[config.mk]
export PLATFORM = sky130hd
export DESIGN_NAME = load_split_unit_flat
export DESIGN_NICKNAME = d
export VERILOG_FILES = /design/src/rtl/load_split_if.sv /design/src/rtl/load_split_unit.sv /design/src/flat_wrapper.sv
export SDC_FILE = /design/constraint.sdc
export NUM_CORES = 1
export LEC_CHECK = 0
export CORE_MARGIN = 1
export CORE_UTILIZATION = 30
export CTS_BUF_LIST = sky130_fd_sc_hd__clkbuf_8
export DETAILED_ROUTE_END_ITERATION = 6
export PLACE_DENSITY_LB_ADDON = 0.1
export SETUP_SLACK_MARGIN = 0.05
export SLEW_MARGIN = 10
export SYNTH_ARGS = -nofsm -noshare
export SYNTH_HDL_FRONTEND = slang
export SYNTH_SLANG_ARGS = --single-unit
export TNS_END_PERCENT = 30
[constraint.sdc]
create_clock -name clk -period 2.83 [get_ports clk]
set_input_delay 0.566 -clock clk [delete_from_list [all_inputs] [get_ports clk]]
set_output_delay 0.566 -clock clk [all_outputs]
set_load 0.05 [all_outputs]
[src/rtl/load_split_if.sv]
// Load-split unit bus bundle: request channel, data-memory read port and response channel.
// The unit connects through the slave modport; the requester/memory side uses master.
interface load_split_if #(
  parameter int ADDR_W = 32
);
  logic              i_req_valid;
  logic              o_req_ready;
  logic [2:0]        i_req_funct3;
  logic [ADDR_W-1:0] i_req_addr;
  logic              o_mem_valid;
  logic              i_mem_ready;
  logic [ADDR_W-1:0] o_mem_addr;
  logic              i_mem_rvalid;
  logic [31:0]       i_mem_rdata;
  logic              i_mem_err;
  logic              o_rsp_valid;
  logic              i_rsp_ready;
  logic [31:0]       o_rsp_data;
  logic              o_rsp_err;
  logic              o_rsp_misalign;
  logic              o_rsp_illegal;

  modport slave (
    input  i_req_valid, i_req_funct3, i_req_addr,
    input  i_mem_ready, i_mem_rvalid, i_mem_rdata, i_mem_err, i_rsp_ready,
    output o_req_ready, o_mem_valid, o_mem_addr,
    output o_rsp_valid, o_rsp_data, o_rsp_err, o_rsp_misalign, o_rsp_illegal
  );

  modport master (
    output i_req_valid, i_req_funct3, i_req_addr,
    output i_mem_ready, i_mem_rvalid, i_mem_rdata, i_mem_err, i_rsp_ready,
    input  o_req_ready, o_mem_valid, o_mem_addr,
    input  o_rsp_valid, o_rsp_data, o_rsp_err, o_rsp_misalign, o_rsp_illegal
  );
endinterface

[src/rtl/load_split_unit.sv]
// Load-data unit: issues one or two word-aligned reads per load, merges split beats,
// and returns the sign/zero-extended result with error/misalign/illegal flags.
module load_split_unit #(
  parameter int ADDR_W         = 32,
  parameter bit MISALIGN_SPLIT = 1'b1
) (
  input logic         clk,
  input logic         rst,
  load_split_if.slave bus
);

  typedef enum logic [2:0] {IDLE, REQ0, WAIT0, REQ1, WAIT1, RESP} state_t;

  state_t            state;
  logic [2:0]        funct3_q;
  logic [1:0]        off_q;
  logic [ADDR_W-1:0] base_q;
  logic [31:0]       beat0_q;
  logic              mem_valid_q;
  logic [ADDR_W-1:0] mem_addr_q;
  logic              rsp_valid_q;
  logic [31:0]       rsp_data_q;
  logic              rsp_err_q;
  logic              rsp_misalign_q;
  logic              rsp_illegal_q;

  function automatic logic is_illegal(input logic [2:0] f3);
    return (f3 == 3'b011) || (f3 == 3'b110) || (f3 == 3'b111);
  endfunction

  function automatic logic is_misaligned(input logic [2:0] f3, input logic [1:0] off);
    return ((f3[1:0] == 2'b01) && (off == 2'b11)) || ((f3[1:0] == 2'b10) && (off != 2'b00));
  endfunction

  // Shift the {hi, lo} byte stream down to the access offset, then extend by size/sign.
  function automatic logic [31:0] merge_load(input logic [2:0] f3, input logic [1:0] off,
                                             input logic [31:0] hi, input logic [31:0] lo);
    logic [31:0]        w;
    logic signed [31:0] ext;
    w = 32'({hi, lo} >> {off, 3'b000});
    case (f3[1:0])
      2'b00:   ext = f3[2] ? {24'd0, w[7:0]}  : 32'($signed(w[7:0]));
      2'b01:   ext = f3[2] ? {16'd0, w[15:0]} : 32'($signed(w[15:0]));
      default: ext = w;
    endcase
    return ext;
  endfunction

  // Request context and first beat are plain data: no reset needed.
  always_ff @(posedge clk) begin
    if (state == IDLE && bus.i_req_valid) begin
      funct3_q <= bus.i_req_funct3;
      off_q    <= bus.i_req_addr[1:0];
      base_q   <= {bus.i_req_addr[ADDR_W-1:2], 2'b00};
    end
    if (state == WAIT0 && bus.i_mem_rvalid) beat0_q <= bus.i_mem_rdata;
  end

  always_ff @(posedge clk or posedge rst) begin
    if (rst) begin
      state          <= IDLE;
      mem_valid_q    <= 1'b0;
      mem_addr_q     <= '0;
      rsp_valid_q    <= 1'b0;
      rsp_data_q     <= '0;
      rsp_err_q      <= 1'b0;
      rsp_misalign_q <= 1'b0;
      rsp_illegal_q  <= 1'b0;
    end else begin
      case (state)
        IDLE: if (bus.i_req_valid) begin
          if (is_illegal(bus.i_req_funct3)) begin
            state         <= RESP;
            rsp_valid_q   <= 1'b1;
            rsp_illegal_q <= 1'b1;
          end else if (!MISALIGN_SPLIT &&
                       is_misaligned(bus.i_req_funct3, bus.i_req_addr[1:0])) begin
            state          <= RESP;
            rsp_valid_q    <= 1'b1;
            rsp_misalign_q <= 1'b1;
          end else begin
            state       <= REQ0;
            mem_valid_q <= 1'b1;
            mem_addr_q  <= {bus.i_req_addr[ADDR_W-1:2], 2'b00};
          end
        end
        REQ0: if (bus.i_mem_ready) begin
          state       <= WAIT0;
          mem_valid_q <= 1'b0;
        end
        WAIT0: if (bus.i_mem_rvalid) begin
          if (bus.i_mem_err) begin
            state       <= RESP;
            rsp_valid_q <= 1'b1;
            rsp_err_q   <= 1'b1;
          end else if (is_misaligned(funct3_q, off_q)) begin
            state       <= REQ1;
            mem_valid_q <= 1'b1;
            mem_addr_q  <= base_q + ADDR_W'(4);
          end else begin
            state       <= RESP;
            rsp_valid_q <= 1'b1;
            rsp_data_q  <= merge_load(funct3_q, off_q, 32'd0, bus.i_mem_rdata);
          end
        end
        REQ1: if (bus.i_mem_ready) begin
          state       <= WAIT1;
          mem_valid_q <= 1'b0;
        end
        WAIT1: if (bus.i_mem_rvalid) begin
          state       <= RESP;
          rsp_valid_q <= 1'b1;
          rsp_err_q   <= bus.i_mem_err;
          rsp_data_q  <= bus.i_mem_err ? 32'd0
                                       : merge_load(funct3_q, off_q, bus.i_mem_rdata, beat0_q);
        end
        RESP: if (bus.i_rsp_ready) begin
          state          <= IDLE;
          rsp_valid_q    <= 1'b0;
          rsp_data_q     <= '0;
          rsp_err_q      <= 1'b0;
          rsp_misalign_q <= 1'b0;
          rsp_illegal_q  <= 1'b0;
        end
        default: state <= IDLE;
      endcase
    end
  end

  assign bus.o_req_ready    = (state == IDLE);
  assign bus.o_mem_valid    = mem_valid_q;
  assign bus.o_mem_addr     = mem_addr_q;
  assign bus.o_rsp_valid    = rsp_valid_q;
  assign bus.o_rsp_data     = rsp_data_q;
  assign bus.o_rsp_err      = rsp_err_q;
  assign bus.o_rsp_misalign = rsp_misalign_q;
  assign bus.o_rsp_illegal  = rsp_illegal_q;

endmodule

[src/flat_wrapper.sv]
// flat-port wrapper written by rule: the top's interface ports become plain ports
module load_split_unit_flat 
#(
  parameter int ADDR_W         = 32,
  parameter bit MISALIGN_SPLIT = 1'b1
)
  (clk, rst, bus_i_req_valid, bus_i_req_funct3, bus_i_req_addr, bus_i_mem_ready, bus_i_mem_rvalid, bus_i_mem_rdata, bus_i_mem_err, bus_i_rsp_ready, bus_o_req_ready, bus_o_mem_valid, bus_o_mem_addr, bus_o_rsp_valid, bus_o_rsp_data, bus_o_rsp_err, bus_o_rsp_misalign, bus_o_rsp_illegal);
  load_split_if #(.ADDR_W(ADDR_W)) bus_i ();
  input logic clk;
  input logic rst;
  input wire logic [$bits(bus_i.i_req_valid)-1:0] bus_i_req_valid;
  input wire logic [$bits(bus_i.i_req_funct3)-1:0] bus_i_req_funct3;
  input wire logic [$bits(bus_i.i_req_addr)-1:0] bus_i_req_addr;
  input wire logic [$bits(bus_i.i_mem_ready)-1:0] bus_i_mem_ready;
  input wire logic [$bits(bus_i.i_mem_rvalid)-1:0] bus_i_mem_rvalid;
  input wire logic [$bits(bus_i.i_mem_rdata)-1:0] bus_i_mem_rdata;
  input wire logic [$bits(bus_i.i_mem_err)-1:0] bus_i_mem_err;
  input wire logic [$bits(bus_i.i_rsp_ready)-1:0] bus_i_rsp_ready;
  output wire logic [$bits(bus_i.o_req_ready)-1:0] bus_o_req_ready;
  output wire logic [$bits(bus_i.o_mem_valid)-1:0] bus_o_mem_valid;
  output wire logic [$bits(bus_i.o_mem_addr)-1:0] bus_o_mem_addr;
  output wire logic [$bits(bus_i.o_rsp_valid)-1:0] bus_o_rsp_valid;
  output wire logic [$bits(bus_i.o_rsp_data)-1:0] bus_o_rsp_data;
  output wire logic [$bits(bus_i.o_rsp_err)-1:0] bus_o_rsp_err;
  output wire logic [$bits(bus_i.o_rsp_misalign)-1:0] bus_o_rsp_misalign;
  output wire logic [$bits(bus_i.o_rsp_illegal)-1:0] bus_o_rsp_illegal;
  assign bus_i.i_req_valid = bus_i_req_valid;
  assign bus_i.i_req_funct3 = bus_i_req_funct3;
  assign bus_i.i_req_addr = bus_i_req_addr;
  assign bus_i.i_mem_ready = bus_i_mem_ready;
  assign bus_i.i_mem_rvalid = bus_i_mem_rvalid;
  assign bus_i.i_mem_rdata = bus_i_mem_rdata;
  assign bus_i.i_mem_err = bus_i_mem_err;
  assign bus_i.i_rsp_ready = bus_i_rsp_ready;
  assign bus_o_req_ready = bus_i.o_req_ready;
  assign bus_o_mem_valid = bus_i.o_mem_valid;
  assign bus_o_mem_addr = bus_i.o_mem_addr;
  assign bus_o_rsp_valid = bus_i.o_rsp_valid;
  assign bus_o_rsp_data = bus_i.o_rsp_data;
  assign bus_o_rsp_err = bus_i.o_rsp_err;
  assign bus_o_rsp_misalign = bus_i.o_rsp_misalign;
  assign bus_o_rsp_illegal = bus_i.o_rsp_illegal;
  load_split_unit #(.ADDR_W(ADDR_W), .MISALIGN_SPLIT(MISALIGN_SPLIT)) u_core (.clk(clk), .rst(rst), .bus(bus_i));
endmodule
Word level (Yosys, flattened, before mapping)
Index checks and enable logic that the tools add are counted.
W data, S select, Z words.
- equal/unequal tests: 25
- mux-type cells: 49
- reductions and logical operators: 23
- bitwise logic cells: 0
- $lt $le $gt $ge: 0
- shift operators: 2
- add/subtract/negate cells: 1
- divide/modulo/power cells: 0
- $mul: 0
- operators by type and width (operator ; number):
    $mux W32 ; 15
    $pmux W32 S2 ; 3
    $pmux W32 S3 ; 1
    $shr A64 B5 Y32 ; 1
    $add A32 B3 Y32 const B ; 1
    $shr A32 B5 Y32 ; 1
    $mux W3 ; 9
    $ne A2 B2 Y1 const B ; 11
    $pmux W3 S6 ; 1
    $reduce_and A6 Y1 ; 3
    $mux W1 ; 16
    $reduce_and A7 Y1 ; 2
    $eq A3 B3 Y1 const B ; 4
    $eq A3 B2 Y1 const B ; 3
    $pmux W1 S3 ; 2
    $reduce_bool A2 Y1 ; 3
    $reduce_bool A3 Y1 ; 2
    $reduce_and A5 Y1 ; 1
    $eq A2 B2 Y1 const B ; 2
    $logic_and A1 B1 Y1 ; 4
    $ne A2 B1 Y1 const B ; 2
    $pmux W1 S4 ; 1
    $reduce_and A4 Y1 ; 1
    $reduce_bool A4 Y1 ; 1
    other kinds (8) ; 10
- flip-flop bits (word level): 138
- memories: 0
- word-level logic and storage cells: 111
- bits in writable memories: 0
- input bits: 74
- memory bits (read-only): 0
- latch bits: 0
- output and inout bits: 70

Longest topological paths before layout
- depth after elaboration: 7
- gate-level depth with buffers: 9
- gate-level depth less buffers: 6

Least setup slack after synthesis
Ideal clock, no wire load.
- path kind: register to register
- from: register u_core.state[1]
- to: register u_core.mem_addr_q[19], in the netlist u_core.bus.o_mem_addr[19]
- data arrival time: 3377 ps
- data required time: 2692 ps
- path buffers: 2
- stages on the path, launching flop included: 8
- setup time: 138 ps
- clock period less this slack: 3515 ps
- path slack: -685 ps
- cells stage by stage: dfrtp_1 -> clkbuf_1 -> nor3_1 -> and2_1 -> nand2_1 -> clkbuf_1 -> nand3_1 -> o211ai_1
- cells in the longest elaborated chain, start to end: 3
- elaborated cells between the ends (all ways): 10
- classes of those cells: eq/ne (6); mux (1); reduce/logical (3)
- ends and longest elaborated chain (item ; line ; source):
    from (decl) ; load_split_unit.sv:14 ; state_t state;
    from (signal assigned) ; load_split_unit.sv:61 ; state <= IDLE;
    from (signal assigned) ; load_split_unit.sv:73 ; state <= RESP;
    from (signal assigned) ; load_split_unit.sv:78 ; state <= RESP;
    $logic_not A3 Y1 (*) ; n/a ;
    via bus_o_req_ready ; flat_wrapper.sv:19 ; output wire logic [$bits(bus_i.o_req_ready)-1:0] bus_o_req_ready;
    $ne A2 B2 Y1 (no source line) or $reduce_bool A2 Y1 (tied branches) ; n/a ;
    $reduce_and A6 Y1 (no source line) ; n/a ;
    to (signal assigned) ; load_split_unit.sv:84 ; mem_addr_q <= {bus.i_req_addr[ADDR_W-1:2], 2'b00};
    to (signal assigned) ; load_split_unit.sv:99 ; mem_addr_q <= base_q + ADDR_W'(4);
    to (decl) ; load_split_unit.sv:20 ; logic [ADDR_W-1:0] mem_addr_q;
The timed path passes the listed nets; every way through them passes the cells marked *.
A chain may end at the register's enable or synchronous reset.

Worst setup path in the final report
- from: register u_core.state[1]
- to: register u_core.mem_addr_q[24], in the netlist u_core.bus.o_mem_addr[24]
- cells in the longest elaborated chain, start to end: 3
- elaborated cells between the ends (all ways): 10
- classes of those cells: eq/ne (6); mux (1); reduce/logical (3)
- ends and longest elaborated chain (item ; line ; source):
    $eq A3 B2 Y1 or $logic_not A3 Y1 (tied branches) ; load_split_unit.sv:70 ; case (state)
    $ne A2 B2 Y1 (no source line) or $reduce_bool A2 Y1 (tied branches) ; n/a ;
    $reduce_and A6 Y1 (no source line) ; n/a ;
Several ways; a longest one is shown, not always the timed one.

==> impl_metrics.json <==
{
  "max_cap_viol_count": 0,
  "antenna_left": 0,
  "crit_type": "reg -> reg",
  "maxSlewHeadroom_pct": 42.1,
  "holdBufCountCts": 0,
  "hold_path.class": "reg -> reg",
  "viasPerCell": 5.28,
  "path_depth": 4,
  "synthArstFlopShare_pct": 50.7,
  "drtPass1Iterations": 5,
  "fin_worst_skew_ns": 0.0206,
  "max_freq_ghz": 0.400,
  "start_util_pct": 30.9,
  "critPathBufInv": 0,
  "ir_drop_v": 0.000594,
  "post_drt_wl_per_cell_um": 19.5,
  "cp_max_fo": 21,
  "routabilityCongestion": 0.850,
  "cpPeakStageDelay_ns": 0.81,
  "r2r_cells": 4,
  "min_period_ns": 2.50,
  "drc": 0,
  "clk_latency_ns": 0.45,
  "final_cell_mix": "139 x clkdlybuf4s50_1, 69 x dfrtp_1, 67 x edfxtp_1, 64 x nand2_1, 44 x o21ai_0",
  "final.period_utilization_pct": 88.2,
  "arrival_ns": 2.79,
  "nFillCells": 2524,
  "setup_viol": 0,
  "grt_pass1_wl_mm": 36.9,
  "cts.clk_slew.worst_paths_ns": 0.09,
  "status": "finished, final reports clean",
  "htree_levels": 4,
  "syn_avg_cell_area_um2": 10.9,
  "hpwlAfterDp_mm": 17.2,
  "die_x_um": 164,
  "rrSetupSlack_ns": 0.33,
  "drtIter0Drc": 346,
  "crit_chain": "or3b_1, a2111o_1, nand3_1, o211ai_1",
  "io-pin-count": 144,
  "first_global_vias": 6285,
  "yosysTopAreaCell": "edfxtp_1",
  "drt_wl_total_mm": 23.4,
  "vias": 6328,
  "start_kind": "flip-flop",
  "yosys.area.top_type_share_pct": 25.7,
  "fin_nets": 931,
  "leakagePower_nw": 3.72,
  "clockBufferDepth": 2,
  "track_usage_pct": 18.2,
  "rsz0062_at_grt": "no",
  "netlist_instances": 719,
  "clock-sinks": 136,
  "die_h_um": 164,
  "fin_setup_tns_ns": 0,
  "grt_max_degree": 50,
  "final_cell_count_no_fill": 1199,
  "tightest_slew_ns": 0.868,
  "synth_seq_cells": 136,
  "gr-total-overflow": 0,
  "critPathSlowestCell": "a2111o_1",
  "layout_commonest_cell": "clkdlybuf4s50_1",
  "critical-path-top-delay-family": "compound AO/OA/AOI/OAI gates",
  "synthTopCellsByArea": "edfxtp_1 26%, dfrtp_1 22%, mux4_2 7.8%",
  "ys_warn_count": 0,
  "dieArea_mm2": 0.0268,
  "holdPathStages": 1,
  "cts_tree": "yes",
  "synthFlopType": "dfrtp_1",
  "cts_setup_buffers": 0,
  "rows": 58,
  "area_growth_pct": 28.6,
  "drv_slew": 0,
  "cp-end-kind": "flip-flop",
  "n_antenna_cell": 0,
  "ys_seq_area_share_pct": 47.7,
  "port_buffers": 140,
  "grt_antenna_before_repair": 0,
  "worstPathRequired_ns": 3.12,
  "ctsResizeCount": 0,
  "dp_cells": 1167,
  "syn_area_mm2": 0.00784,
  "synth_edf_count": 67,
  "pwr_density_cell_mw_per_mm2": 1010,
  "coreArea_mm2": 0.0254,
  "synth_cell_types": 71,
  "drive_gt1_share_pct": 17.8,
  "root_buffer": "clkbuf_8",
  "cts_made_buffers": 17,
  "hold_viol": 0
}
==> final timing paths <==
check | to | from
min in group asynchronous | u_core.bus.o_mem_addr[6]$_DFFE_PP0P_ | rst
setup / recovery | u_core.bus.o_mem_addr[24]$_DFFE_PP0P_ | u_core.state[1]$_DFFE_PP0P_
setup reg to reg | u_core.bus.o_mem_addr[24]$_DFFE_PP0P_ | u_core.state[1]$_DFFE_PP0P_
hold / removal | u_core.bus.o_rsp_data[7]$_DFFE_PP0P_ | u_core.bus.o_rsp_data[7]$_DFFE_PP0P_
hold reg to reg | u_core.bus.o_rsp_data[7]$_DFFE_PP0P_ | u_core.bus.o_rsp_data[7]$_DFFE_PP0P_
max in group asynchronous | u_core.bus.o_rsp_illegal$_DFFE_PP0P_ | rst
==> area by class of cell <==
type                    instances  area [um2]  share of cell area (%)
multi-input cells             513        3790                    37.6
flip-flops and latches        136        3740                    37.1
repair buffers                174        1700                    16.8
well taps                     330         413                    4.09
clock buffers                  17         234                    2.32
clock inverters                15         164                    1.63
inverters                      14        52.6                   0.521
==> worst reg2reg max path, delay by kind of cell, from the launching register on <==
kind | cells | cell delay (ns)
AO/OA/AOI/OAI | 2 | 0.92
AND/OR/NAND/NOR | 2 | 0.85
flip-flops | 1 | 0.57
==> report_power, final <==
group,internal [mW],switching [mW],leakage [nW]
clock,0.799,0.864,0.198
sequential,2.74,0.442,1.44
combinational,2.07,3.32,2.08
==> kinds of logic (layout without fill, tap and decap cells) <==
logic type	count (synthesis)	count (layout)	share of synthesized area, %
compound gates	156	156	13.3
xor+xnor	18	18	2.01
fa+ha+maj	1	1	0.160
buf+inv	72	220	4.29
flops	136	136	47.7
mux	93	93	16.8
other cells	1	3	0.0478
simple gates	242	242	15.7
==> cell usage after synthesis (9+ instances only) <==
library cell   n
o21ai_0       44
a31oi_1       24
mux2_2        41
nand3_1       43
buf_2         21
mux4_2        27
inv_1         14
clkbuf_1      27
and2_1        11
o22ai_1        9
a2bb2oi_1     16
mux2i_1       25
nor2_1        44
dfrtp_1       69
a21oi_1       17
nand2_1       64
xor2_1        14
nor3_1        23
edfxtp_1      67
==> flip-flops by register name, indices dropped and copies added, names as in the netlist <==
| signal | count |
|---|---|
| u_core.bus.o_rsp_data | 32 |
| u_core.funct3_q | 3 |
| u_core.bus.o_rsp_valid | 1 |
| u_core.bus.o_mem_valid | 1 |
| u_core.bus.o_mem_addr | 30 |
| u_core.beat0_q | 32 |
| u_core.bus.o_rsp_illegal | 1 |
| u_core.base_q | 30 |
| u_core.off_q | 2 |
| u_core.state | 3 |
| u_core.bus.o_rsp_err | 1 |
==> metrics by stage <==
stage | total power [mW] | util [%] | cell area (um2) | hold slack (ns) | worst slack (ns)
after global placement | 8.59 | 38.1 | 9690 | 0.489 | 0.282
after detailed placement | 8.63 | 38.1 | 9690 | 0.487 | 0.213
final | 10.2 | 39.7 | 10100 | 0.496 | 0.333
after CTS | 10.3 | 39.7 | 10100 | 0.505 | 0.0885
after global routing | 10.8 | 39.7 | 10100 | 0.516 | 0.171
after floorplan | 6.80 | - | 7860 | 0.571 | 0.161
==> per-layer routing <==
metal | vias up | part of all wire [%] | global-route usage (%) | routed length [um]
met5 | - | 0 | 0 | 0
met4 | 0 | 0.65 | 3.66 | 152
met3 | 11 | 6.8 | 4.11 | 1600
met2 | 230 | 46 | 28.1 | 10800
met1 | 3083 | 47 | 26.0 | 10900
li1 | 3004 | - | - | -
Note: power is estimated with default switching activity, not from simulation.
